<file path="config.mk">
export PLATFORM = sky130hd
export DESIGN_NAME = ahb_arbiter_flat
export DESIGN_NICKNAME = d
export VERILOG_FILES = /design/src/rtl/ahb_arbiter_if.sv /design/src/rtl/ahb_arbiter.sv /design/src/flat_wrapper.sv
export SDC_FILE = /design/constraint.sdc
export NUM_CORES = 1
export LEC_CHECK = 0
export BUFFER_PORTS_ARGS = -buffer_cell sky130_fd_sc_hd__buf_2
export CAP_MARGIN = 20
export CORE_MARGIN = 2
export CORE_UTILIZATION = 48
export DETAILED_ROUTE_END_ITERATION = 10
export GPL_ROUTABILITY_DRIVEN = 0
export GPL_TIMING_DRIVEN = 0
export PLACE_DENSITY = 0.73
export SLEW_MARGIN = 0
export SYNTH_ARGS = -nofsm -noshare
export SYNTH_HDL_FRONTEND = slang
export SYNTH_SLANG_ARGS = --single-unit
</file>
<file path="constraint.sdc">
create_clock -name hclk -period 2.8 [get_ports hclk]
set_input_delay 0.56 -clock hclk [delete_from_list [all_inputs] [get_ports hclk]]
set_output_delay 0.56 -clock hclk [all_outputs]
set_load 0.005 [all_outputs]
</file>
<file path="src/rtl/ahb_arbiter_if.sv">
`default_nettype none
// ============================================================================
//  Module   : ahb_arbiter_if
//  Purpose  : Request/grant bundle between the AHB-lite masters and the arbiter.
//  Revision : 1.0 - initial release
// ============================================================================
interface ahb_arbiter_if #(
    parameter int NUM_MASTERS = 3
) ();
    logic [NUM_MASTERS-1:0] hbusreq;
    logic [NUM_MASTERS-1:0] hlock;
    logic                   hready;
    logic [NUM_MASTERS-1:0] hgrant;
    logic [1:0]             hmaster;
    logic [1:0]             hmaster_data;

    // The arbiter owns the grant side of the bundle.
    modport master (
        input  hbusreq, hlock, hready,
        output hgrant, hmaster, hmaster_data
    );

    modport slave (
        output hbusreq, hlock, hready,
        input  hgrant, hmaster, hmaster_data
    );
endinterface
`default_nettype wire

</file>
<file path="src/rtl/ahb_arbiter.sv">
`default_nettype none
// ============================================================================
//  Module   : ahb_arbiter
//  Purpose  : Round-robin AHB-lite bus arbiter with bounded tenure; optional
//             locked transfers when ARB_LOCK_EN is defined.
//  Revision : 1.0 - initial release
// ============================================================================
module ahb_arbiter #(
    parameter int NUM_MASTERS    = 3,
    parameter int MAX_TENURE     = 16,
    parameter int DEFAULT_MASTER = 0
) (
    input wire            hclk,
    input wire            hreset,
    ahb_arbiter_if.master bus
);

    localparam int                     c_TW          = $clog2(MAX_TENURE);
    localparam logic [c_TW-1:0]        c_TENURE_LAST = c_TW'(MAX_TENURE - 1);
    localparam logic [1:0]             c_DEF_IDX     = 2'(DEFAULT_MASTER);
    localparam logic [NUM_MASTERS-1:0] c_ONE         = {{(NUM_MASTERS-1){1'b0}}, 1'b1};
    localparam logic [NUM_MASTERS-1:0] c_DEF_GRANT   = c_ONE << DEFAULT_MASTER;

    typedef enum logic [0:0] {
        S_PARK = 1'b0,
        S_OWN  = 1'b1
    } state_t;

    state_t                 r_state;
    state_t                 w_state_nxt;
    logic [NUM_MASTERS-1:0] r_hgrant;
    logic [NUM_MASTERS-1:0] w_hgrant_nxt;
    logic [c_TW-1:0]        r_tenure;
    logic [c_TW-1:0]        w_tenure_nxt;
    logic [1:0]             r_hmaster;
    logic [1:0]             r_hmaster_data;

    logic [NUM_MASTERS-1:0] w_req;
    logic [1:0]             w_owner;
    logic                   w_any_req;
    logic                   w_owner_req;
    logic                   w_others_req;
    logic [1:0]             w_cand_idx;
    logic                   w_found;
    logic [NUM_MASTERS-1:0] w_next_grant;
    logic [NUM_MASTERS-1:0] w_arb_grant;
    logic [c_TW-1:0]        w_arb_tenure;

    assign w_req        = bus.hbusreq;
    assign w_any_req    = |w_req;
    assign w_owner_req  = |(w_req & r_hgrant);
    assign w_others_req = |(w_req & ~r_hgrant);

`ifdef ARB_LOCK_EN
    logic w_owner_lock;
    assign w_owner_lock = |(bus.hlock & r_hgrant) && w_owner_req;
`else
    logic w_unused_lock;
    assign w_unused_lock = ^bus.hlock;
`endif

    always_comb begin
        w_owner = c_DEF_IDX;
        for (int i = 0; i < NUM_MASTERS; i++) begin
            if (r_hgrant[i]) w_owner = 2'(i);
        end
    end

    // Rotating search starting just after the owner; the owner is tried last.
    always_comb begin
        w_cand_idx   = '0;
        w_found      = 1'b0;
        w_next_grant = r_hgrant;
        for (int k = 1; k <= NUM_MASTERS; k++) begin
            w_cand_idx = 2'((int'(w_owner) + k) % NUM_MASTERS);
            if (!w_found && |(w_req & (c_ONE << w_cand_idx))) begin
                w_found      = 1'b1;
                w_next_grant = c_ONE << w_cand_idx;
            end
        end
    end

    always_comb begin
        w_arb_grant  = r_hgrant;
        w_arb_tenure = r_tenure;
`ifdef ARB_LOCK_EN
        if (w_owner_lock) begin
            if (w_others_req && r_tenure != c_TENURE_LAST) w_arb_tenure = r_tenure + c_TW'(1);
        end else
`endif
        if (w_owner_req && !w_others_req) begin
            // A lone owner whose tenure has expired starts a fresh tenure.
            if (r_tenure == c_TENURE_LAST) w_arb_tenure = '0;
        end else if (w_owner_req && r_tenure < c_TENURE_LAST) begin
            w_arb_tenure = r_tenure + c_TW'(1);
        end else begin
            w_arb_grant  = w_next_grant;
            w_arb_tenure = '0;
        end
    end

    always_comb begin
        w_state_nxt  = r_state;
        w_hgrant_nxt = r_hgrant;
        w_tenure_nxt = r_tenure;
        case (r_state)
            S_PARK: begin
                if (w_any_req) begin
                    w_state_nxt  = S_OWN;
                    w_hgrant_nxt = w_arb_grant;
                    w_tenure_nxt = w_arb_tenure;
                end else begin
                    w_hgrant_nxt = c_DEF_GRANT;
                    w_tenure_nxt = '0;
                end
            end
            S_OWN: begin
                if (!w_any_req) begin
                    w_state_nxt  = S_PARK;
                    w_hgrant_nxt = c_DEF_GRANT;
                    w_tenure_nxt = '0;
                end else begin
                    w_hgrant_nxt = w_arb_grant;
                    w_tenure_nxt = w_arb_tenure;
                end
            end
            default: w_state_nxt = S_PARK;
        endcase
    end

    always_ff @(posedge hclk or posedge hreset) begin
        if (hreset) begin
            r_state <= S_PARK;
        end else if (bus.hready) begin
            r_state <= w_state_nxt;
        end
    end

    // hmaster follows the grant by one transfer, hmaster_data by two.
    always_ff @(posedge hclk or posedge hreset) begin
        if (hreset) begin
            r_hgrant       <= c_DEF_GRANT;
            r_tenure       <= '0;
            r_hmaster      <= c_DEF_IDX;
            r_hmaster_data <= c_DEF_IDX;
        end else if (bus.hready) begin
            r_hgrant       <= w_hgrant_nxt;
            r_tenure       <= w_tenure_nxt;
            r_hmaster      <= w_owner;
            r_hmaster_data <= r_hmaster;
        end
    end

    assign bus.hgrant       = r_hgrant;
    assign bus.hmaster      = r_hmaster;
    assign bus.hmaster_data = r_hmaster_data;

endmodule
`default_nettype wire
</file>
<file path="src/flat_wrapper.sv">
// flat-port wrapper written by rule: the top's interface ports become plain ports
module ahb_arbiter_flat 
#(
    parameter int NUM_MASTERS    = 3,
    parameter int MAX_TENURE     = 16,
    parameter int DEFAULT_MASTER = 0
)
  (hclk, hreset, bus_hbusreq, bus_hlock, bus_hready, bus_hgrant, bus_hmaster, bus_hmaster_data);
  ahb_arbiter_if #(.NUM_MASTERS(NUM_MASTERS)) bus_i ();
  input wire hclk;
  input wire hreset;
  input wire logic [$bits(bus_i.hbusreq)-1:0] bus_hbusreq;
  input wire logic [$bits(bus_i.hlock)-1:0] bus_hlock;
  input wire logic [$bits(bus_i.hready)-1:0] bus_hready;
  output wire logic [$bits(bus_i.hgrant)-1:0] bus_hgrant;
  output wire logic [$bits(bus_i.hmaster)-1:0] bus_hmaster;
  output wire logic [$bits(bus_i.hmaster_data)-1:0] bus_hmaster_data;
  assign bus_i.hbusreq = bus_hbusreq;
  assign bus_i.hlock = bus_hlock;
  assign bus_i.hready = bus_hready;
  assign bus_hgrant = bus_i.hgrant;
  assign bus_hmaster = bus_i.hmaster;
  assign bus_hmaster_data = bus_i.hmaster_data;
  ahb_arbiter #(.NUM_MASTERS(NUM_MASTERS), .MAX_TENURE(MAX_TENURE), .DEFAULT_MASTER(DEFAULT_MASTER)) u_core (.hclk(hclk), .hreset(hreset), .bus(bus_i));
endmodule
</file>
==> results of run 1 <==
[worst max-delay path: cells and delay by family (launching register included)]
kind | cells | cell delay (ns)
flops | 1 | 0.40
compound gates | 1 | 0.24
fa+ha+maj | 1 | 0.25
simple gates | 3 | 0.65
[routing by layer]
layer  vias to the layer above  wire (µm)  share of wire
met3                         4         72          0.060
met2                        16        504           0.42
met4                         0         29          0.024
li1                        270          -              -
met1                       242        600           0.50
met5                         -          0              0
[synthesized netlist by cell type, types with 2 or more instances]
cell type,instances
nand3_1,3
o2bb2ai_1,2
o22ai_1,2
a21oi_1,2
nand2b_1,3
and3_1,3
inv_1,7
nor3_1,2
mux2_2,3
nand2_1,6
dfrtp_1,10
o21ai_0,4
or3_1,2
[power groups by stage]
stage	Sequential [mW]	Combinational (mW)	Clock, mW
4_1_cts	0.287	0.267	0.115
2_1_floorplan	0.282	0.181	0
5_1_grt	0.299	0.300	0.123
3_5_place_dp	0.290	0.266	0
3_3_place_gp	0.286	0.262	0
6_report	0.285	0.266	0.110
[layout make-up]
type	count	area, µm²	share of cell area
Buffer	2	11.3	0.0154
Clock buffer	4	26.3	0.0359
Inverter	7	26.3	0.0359
Multi-Input combinational cell	46	313	0.427
Sequential cell	11	277	0.378
Tap cell	15	18.8	0.0256
Timing Repair Buffer	12	60.1	0.0821
[cells by family after synthesis]
| logic type | Yosys count | synth area share |
|---|---|---|
| AND/OR/NAND/NOR | 23 | 0.198 |
| AO/OA/AOI/OAI | 17 | 0.188 |
| flip-flops | 11 | 0.441 |
| buffers and inverters | 9 | 0.0599 |
| multiplexers | 5 | 0.0938 |
| adder cells (fa/ha/maj) | 1 | 0.0200 |
[sequential cells by signal, indices dropped and copies added, names as in the netlist]
signal / flops
u_core.r_tenure: 4
u_core.bus.hgrant: 3
u_core.bus.hmaster: 2
u_core.bus.hmaster_data: 2
[final timing paths]
check | start | to | slack (ns)
max reg2reg | u_core.r_tenure[0] | u_core.r_tenure[2] | 1.16
max | u_core.r_tenure[0] | u_core.r_tenure[2] | 1.16
min | hreset | u_core.bus.hmaster[0] | 0.26
max in group asynchronous | hreset | u_core.bus.hgrant[0] | 2.21
min in group hclk | u_core.r_tenure[3] | u_core.r_tenure[3] | 0.50
min reg2reg | u_core.r_tenure[3] | u_core.r_tenure[3] | 0.50
[metrics by stage]
stage | power (mW) | instance area [µm²] | hold WS, ns | util
after floorplan | 0.463 | 627 | 0.412 | -
after global placement | 0.548 | 706 | 0.475 | 0.563
after detailed placement | 0.556 | 706 | 0.489 | 0.563
after CTS | 0.668 | 732 | 0.274 | 0.584
after global routing | 0.722 | 732 | 0.307 | 0.584
final | 0.662 | 732 | 0.265 | 0.584
==> flow_summary.yaml, run 1 <==
layout:
  fill_cells: 110
  final_cell_mix: "buf_2, dfrtp_1, inv_1, nand2_1, o21ai_0"
  antenna_cells: 0
  layout.cells.non_filler: 97
  layout-drive-gt1-share: 0.268
  nNetsFinal: 93
  syn_to_final_growth_pct: 16.8
  layout_commonest_cell: "buf_2"
drt:
  drc_errors: 0
  drt_iter0_markers: 24
  dr.pass1.iters: 4
  drt-total-wl_um: 1210
  ant_nets: 0
  vias: 532
  wire_per_inst_um: 12.4
  via_per_inst: 5.48
sta:
  final-hold-violation-count: 0
  layout_setup_ws_ns: 1.16
  clock-skew-final_ns: 0.00896
  timing.final.max_slew_violations: 0
  fmax_ghz: 0.612
  setup_viol: 0
  rsz0062_at_grt: "false"
  tightest_slew_ns: 0.567
  slew_headroom: 0.622
  finalCritPeriodShare: 0.584
  tns_ns: 0
  final.min_clock_period_ns: 1.64
pwr:
  power_frac_comb: 0.402
  seq_power_share: 0.431
  clockPowerShare: 0.166
  peakVddDrop_mv: 0.444
  p_leak_nw: 0.357
  sw_frac_of_total: 0.359
  p_int_mw: 0.424
  p_per_area_nw_per_um2: 904
  power_switching_mw: 0.238
cts:
  cts.sinks: 11
  ctsHoldBuffers: 0
  cts_setup_buffers: 0
  root_buffer: "clkbuf_4"
  cts_resized: 0
  clkLatencyLatePin_ns: 0.27
  cts_buffer_depth: 2
  cts-buffers-inserted: 3
  cts_tree: "yes"
  path_clk_slew_ns: 0.08
  htree_levels: 1
run_status:
  status: "complete, no violations"
min_path:
  hold_class: "primary input to async pin"
synth:
  netlist_area_um2: 627
  async_reset_ff_frac: 1.00
  yosys_warnings: 0
  synthCells: 66
  syn_avg_cell_area_um2: 9.50
  yosys.area.top_type: "dfrtp_1"
  yosysSeqAreaShare: 0.441
  synth_nets: 76
  synth_ff_type: "dfrtp_1"
  ys_types: 30
  synth.area.top_cells: "dfrtp_1, mux2_2, dfstp_2, inv_1, nand2_1"
  synth_top_area_share: 0.399
  synth-edff-count: 0
  synth-seq-cells: 11
global_routing:
  grt-ovfl-total: 0
  grt.busiest_layer: "met2"
  met3_usage: 0.0833
  grt_max_degree: 12
  grt_pass1_vias: 466
  grtUsageMet2: 0.262
  use_met1: 0.261
  antenna_found_initial: 0
  grt_pass1_wl_um: 1990
  grt_usage: 0.196
critical_path:
  critPathKind: "register to register"
  slowest_delay_ns: 0.40
  worst-endpoint-required_ns: 2.97
  cp_slowest_cell: "dfrtp_1"
  endpoint_kind: "register"
  crit_fanout: 4
  arrival_ns: 1.81
  start_kind: "register"
  path_cells: "ha_1 > and3_1 > nor3_1 > nand3_1 > o32ai_1"
  ff2ff_path_depth: 5
placed_design:
  pre_cts_slack_ns: 0.963
  numPortBuffers: 12
  place_inst: 93
  place_hpwl_um: 881
floorplan:
  dieWidth_um: 40.1
  initial_utilization: 0.500
  die_h_um: 40.1
  core_area_um2: 1250
  io_pins: 16
  row_count: 13
  dieArea_um2: 1610
flow_run:
  drv_cap: 0
No activity file was read; power rests on OpenSTA's default activity.
==> inputs of run 2 (changes only) <==
Clock period 2.8 ns to 1.6 ns, I/O delays scaled along.
==> flow_summary.yaml, run 2 (same netlist as run 1, synthesis figures left out) <==
run_status:
  status: "complete, no violations"
sta:
  finalCritPeriodShare: 0.976
  timing.final.max_slew_violations: 0
  hold_ws_ns: 0.0163
  layout_setup_ws_ns: 0.0387
  rsz0062_at_grt: "false"
  final-hold-violation-count: 0
  final.min_clock_period_ns: 1.56
  fmax_ghz: 0.640
  clock-skew-final_ns: 0.00827
  setup_viol: 0
  tightest_slew_ns: 0.449
  slew_headroom: 0.698
  tns_ns: 0
global_routing:
  antenna_found_initial: 0
  grt_max_degree: 12
  grt_usage: 0.201
  grt-ovfl-total: 0
  grt_pass1_wl_um: 2050
  grt_pass1_vias: 479
cts:
  cts_tree: "yes"
  clkLatencyLatePin_ns: 0.28
  root_buffer: "clkbuf_4"
  cts-buffers-inserted: 3
  path_clk_slew_ns: 0.08
  htree_levels: 1
  ctsHoldBuffers: 0
  cts_buffer_depth: 2
  cts.sinks: 11
placed_design:
  place_area_um2: 706
  numPortBuffers: 12
  place_hpwl_um: 881
  pre_cts_slack_ns: -0.00599
  place_inst: 93
pwr:
  peakVddDrop_mv: 0.929
  p_per_area_nw_per_um2: 1590
  p_leak_nw: 0.378
critical_path:
  endpoint_kind: "register"
  ff2ff_path_depth: 5
  crit_fanout: 4
  worst-endpoint-required_ns: 1.80
  arrival_ns: 1.76
  start_kind: "register"
  critPathKind: "register to register"
layout:
  largest_reg_flops: 4
  layout.cells.non_filler: 100
  top_register: "u_core.r_tenure"
  fin_area_um2: 803
  layout_commonest_cell: "buf_2"
  nNetsFinal: 96
  antenna_cells: 0
  final_cell_mix: "buf_2, dfrtp_1, inv_1, nand2_1"
  syn_to_final_growth_pct: 28.1
  layout-drive-gt1-share: 0.388
floorplan:
  row_count: 13
  io_pins: 16
  initial_utilization: 0.500
  die_h_um: 40.1
  dieWidth_um: 40.1
  dieArea_um2: 1610
  core_area_um2: 1250
flow_run:
  drv_cap: 0
drt:
  ant_nets: 0
  wire_per_inst_um: 12.6
  drt-total-wl_um: 1260
  via_per_inst: 5.42
  vias: 542
  drc_errors: 0
  drt_iter0_markers: 23
  dr.pass1.iters: 4
min_path:
  hold_class: "primary input to async pin"
[run 2: cell types whose count changed in the layout (fill, tap and decap cells not counted), sizes merged]
cell / delta
buf: +3
[run 2: worst max-delay path, cell delays in order, from the launching register on]
cell     delay (ns)
dfrtp_1        0.41
ha_2           0.20
and3_4         0.19
or3_4          0.39
and2_4         0.16
o22ai_2        0.14
[run 2: final timing paths]
check,startpoint,to,slack (ns)
worst max-delay path,u_core.r_tenure[0],u_core.r_tenure[3],0.04
worst min-delay path,hreset,u_core.bus.hmaster[0],0.02
worst max register to register,u_core.r_tenure[0],u_core.r_tenure[3],0.04
worst min register to register,u_core.bus.hmaster_data[1],u_core.bus.hmaster_data[1],0.51
max in group asynchronous,hreset,u_core.bus.hgrant[0],1.26
min in group hclk,bus_hready,u_core.bus.hgrant[2],0.38
[run 2: where the power goes]
| part | internal, mW | switching (mW) |
|---|---|---|
| registers | 0.402 | 0.101 |
| logic | 0.326 | 0.250 |
| clock network | 0.0969 | 0.104 |
[run 2: timing repair]
item                       in CTS  in global routing
buffers inserted                2                  2
setup endpoints to repair       2                  3
pin swaps                       1                  4
gates resized for setup         3                  7
gates cloned                    0                  0
[run 2: layout make-up]
class	instances	area, µm²
Timing Repair Buffer	15	82.6
Sequential cell	11	278
Inverter	7	26.3
Buffer	2	11.3
Tap cell	15	18.8
Fill cell	102	449
Clock buffer	4	26.3
Multi-Input combinational cell	46	360
[run 2: metal layers]
layer,vias to the layer above,global-route usage,routed length (µm)
li1,279,-,-
met1,247,0.265,575
met2,12,0.278,576
met3,4,0.0833,81
met4,0,0.103,26
met5,-,0,0
[run 2: metrics by stage]
stage	util	power [mW]
detailed placement	0.563	0.972
CTS	0.600	1.21
global route	0.641	1.38
floorplan	-	0.809
global placement	0.563	0.959
finish	0.641	1.28
==> inputs of run 3 (changes only) <==
Settings changed: CELL_PAD_IN_SITES_DETAIL_PLACEMENT from default to 0, CELL_PAD_IN_SITES_GLOBAL_PLACEMENT from default to 1, CORE_UTILIZATION 48 to 37, PLACE_DENSITY 0.73 to default, PLACE_DENSITY_LB_ADDON from default to 0.1.
==> flow_summary.yaml, run 3 (same netlist as run 1, synthesis figures left out) <==
run_status:
  status: "complete, no violations"
critical_path:
  start_kind: "register"
  ff2ff_path_depth: 5
  path_cells: "buf_6 > or2b_1 > a32oi_2 > o21ai_2 > mux2_4"
  cp_slowest_cell: "dfstp_2"
  endpoint_kind: "register"
  worst-endpoint-required_ns: 1.80
  arrival_ns: 1.77
  cp.depth: 5
  critical_path.top_delay_family: "flip-flops"
  timing.rr.start: "u_core.bus.hgrant[0]"
  crit_fanout: 3
  critPathKind: "register to register"
  r2r-end: "u_core.bus.hgrant[0]"
  ff2ff_setup_slack_ns: 0.03
  slowest_delay_ns: 0.55
  startpoint: "u_core.bus.hgrant[0]"
  cp.buffers_inverters: 1
min_path:
  hold_class: "primary input to async pin"
sta:
  tightest_slew_ns: 0.446
  clock-skew-final_ns: 0.00255
  slew_headroom: 0.700
  finalCritPeriodShare: 0.981
  timing.final.max_slew_violations: 0
  layout_setup_ws_ns: 0.0301
  rsz0062_at_grt: "true"
  fmax_ghz: 0.637
  final.min_clock_period_ns: 1.57
  setup_viol: 0
  final-hold-violation-count: 0
drt:
  ant_nets: 0
  drt_iter0_markers: 17
  via_per_inst: 5.58
  drt-total-wl_um: 1510
  vias: 569
  wire_per_inst_um: 14.8
  dr.pass1.iters: 4
  drc_errors: 0
cts:
  root_buffer: "clkbuf_4"
  cts-buffers-inserted: 3
  cts_buffer_depth: 2
  clkLatencyLatePin_ns: 0.26
  path_clk_slew_ns: 0.08
  cts.sinks: 11
  cts_tree: "yes"
  htree_levels: 1
global_routing:
  grt-ovfl-total: 0
  grt_pass1_vias: 504
  grt_max_degree: 12
  antenna_found_initial: 0
  grt_pass1_wl_um: 2330
  grt_usage: 0.161
layout:
  fin_area_um2: 821
  antenna_cells: 0
  syn_to_final_growth_pct: 30.9
  nNetsFinal: 97
  layout_commonest_cell: "buf_2"
  final_cell_mix: "buf_2, dfrtp_1, inv_1, nand2_1"
  largest_reg_flops: 4
  layout-drive-gt1-share: 0.419
  top_register: "u_core.r_tenure"
pwr:
  sw_frac_of_total: 0.363
  p_int_mw: 0.836
  clockPowerShare: 0.148
  p_per_area_nw_per_um2: 1600
  seq_power_share: 0.382
  power_switching_mw: 0.476
  p_leak_nw: 0.384
  peakVddDrop_mv: 0.831
  power_frac_comb: 0.470
floorplan:
  dieWidth_um: 45.2
  core_area_um2: 1540
  row_count: 14
  initial_utilization: 0.407
  dieArea_um2: 2040
  io_pins: 16
  die_h_um: 45.2
placed_design:
  pre_cts_slack_ns: -0.0638
  place_area_um2: 707
  place_hpwl_um: 1010
  numPortBuffers: 12
flow_run:
  drv_cap: 0
run 3: routing by layer:
layer  up-vias  share of wire  track usage
met5         -              0            0
met4         0         0.0073       0.0529
met3         2          0.036       0.0360
met2        14           0.45        0.246
met1       274           0.50        0.226
li1        279              -            -
run 3: metrics by stage:
stage               power (mW)  utilization  setup TNS (ns)  hold WS [ns]  cells
floorplan                0.809            -               0         0.172     66
global placement         0.971        0.459          -0.102         0.331     94
detailed placement       0.985        0.459          -0.219         0.336     94
CTS                       1.23        0.490               0        0.0474    100
global route              1.42        0.532         -0.0273        0.0689    102
finish                    1.31        0.532               0        0.0313    102
run 3: layout make-up:
class                      instances  area, µm²
fill                             153        721
buffer                             2       11.3
inverter                           7       26.3
multi-input combinational         46        365
clock buffer                       4       26.3
sequential                        11        278
timing repair buffer              16       93.8
tap                               16       20.0
run 3: worst reg2reg max path, stage by stage, from the launching register on:
cell and delay (ns):
dfstp_2 0.55, buf_6 0.10, or2b_1 0.13, a32oi_2 0.14, o21ai_2 0.26, mux2_4 0.32
run 3: what timing repair did:
item,CTS,global route
hold buffers,0,0
resized for setup,2,10
buffers inserted,2,2
pin swaps,1,5
endpoints found under the setup margin,5,4
run 3: power groups by stage:
| stage | clock, mW | combinational, mW | sequential [mW] |
|---|---|---|---|
| detailed placement | 0 | 0.476 | 0.509 |
| global route | 0.217 | 0.684 | 0.517 |
| global placement | 0 | 0.466 | 0.505 |
| floorplan | 0 | 0.316 | 0.493 |
| CTS | 0.200 | 0.528 | 0.501 |
| finish | 0.194 | 0.617 | 0.501 |
run 3: how the worst max path moves through the flow:
stage | endpoint
floorplan | u_core.r_tenure[3]
global placement | u_core.r_tenure[2]
detailed placement | u_core.bus.hgrant[0]
CTS | u_core.r_tenure[3]
global route | u_core.bus.hgrant[0]
finish | u_core.bus.hgrant[0]
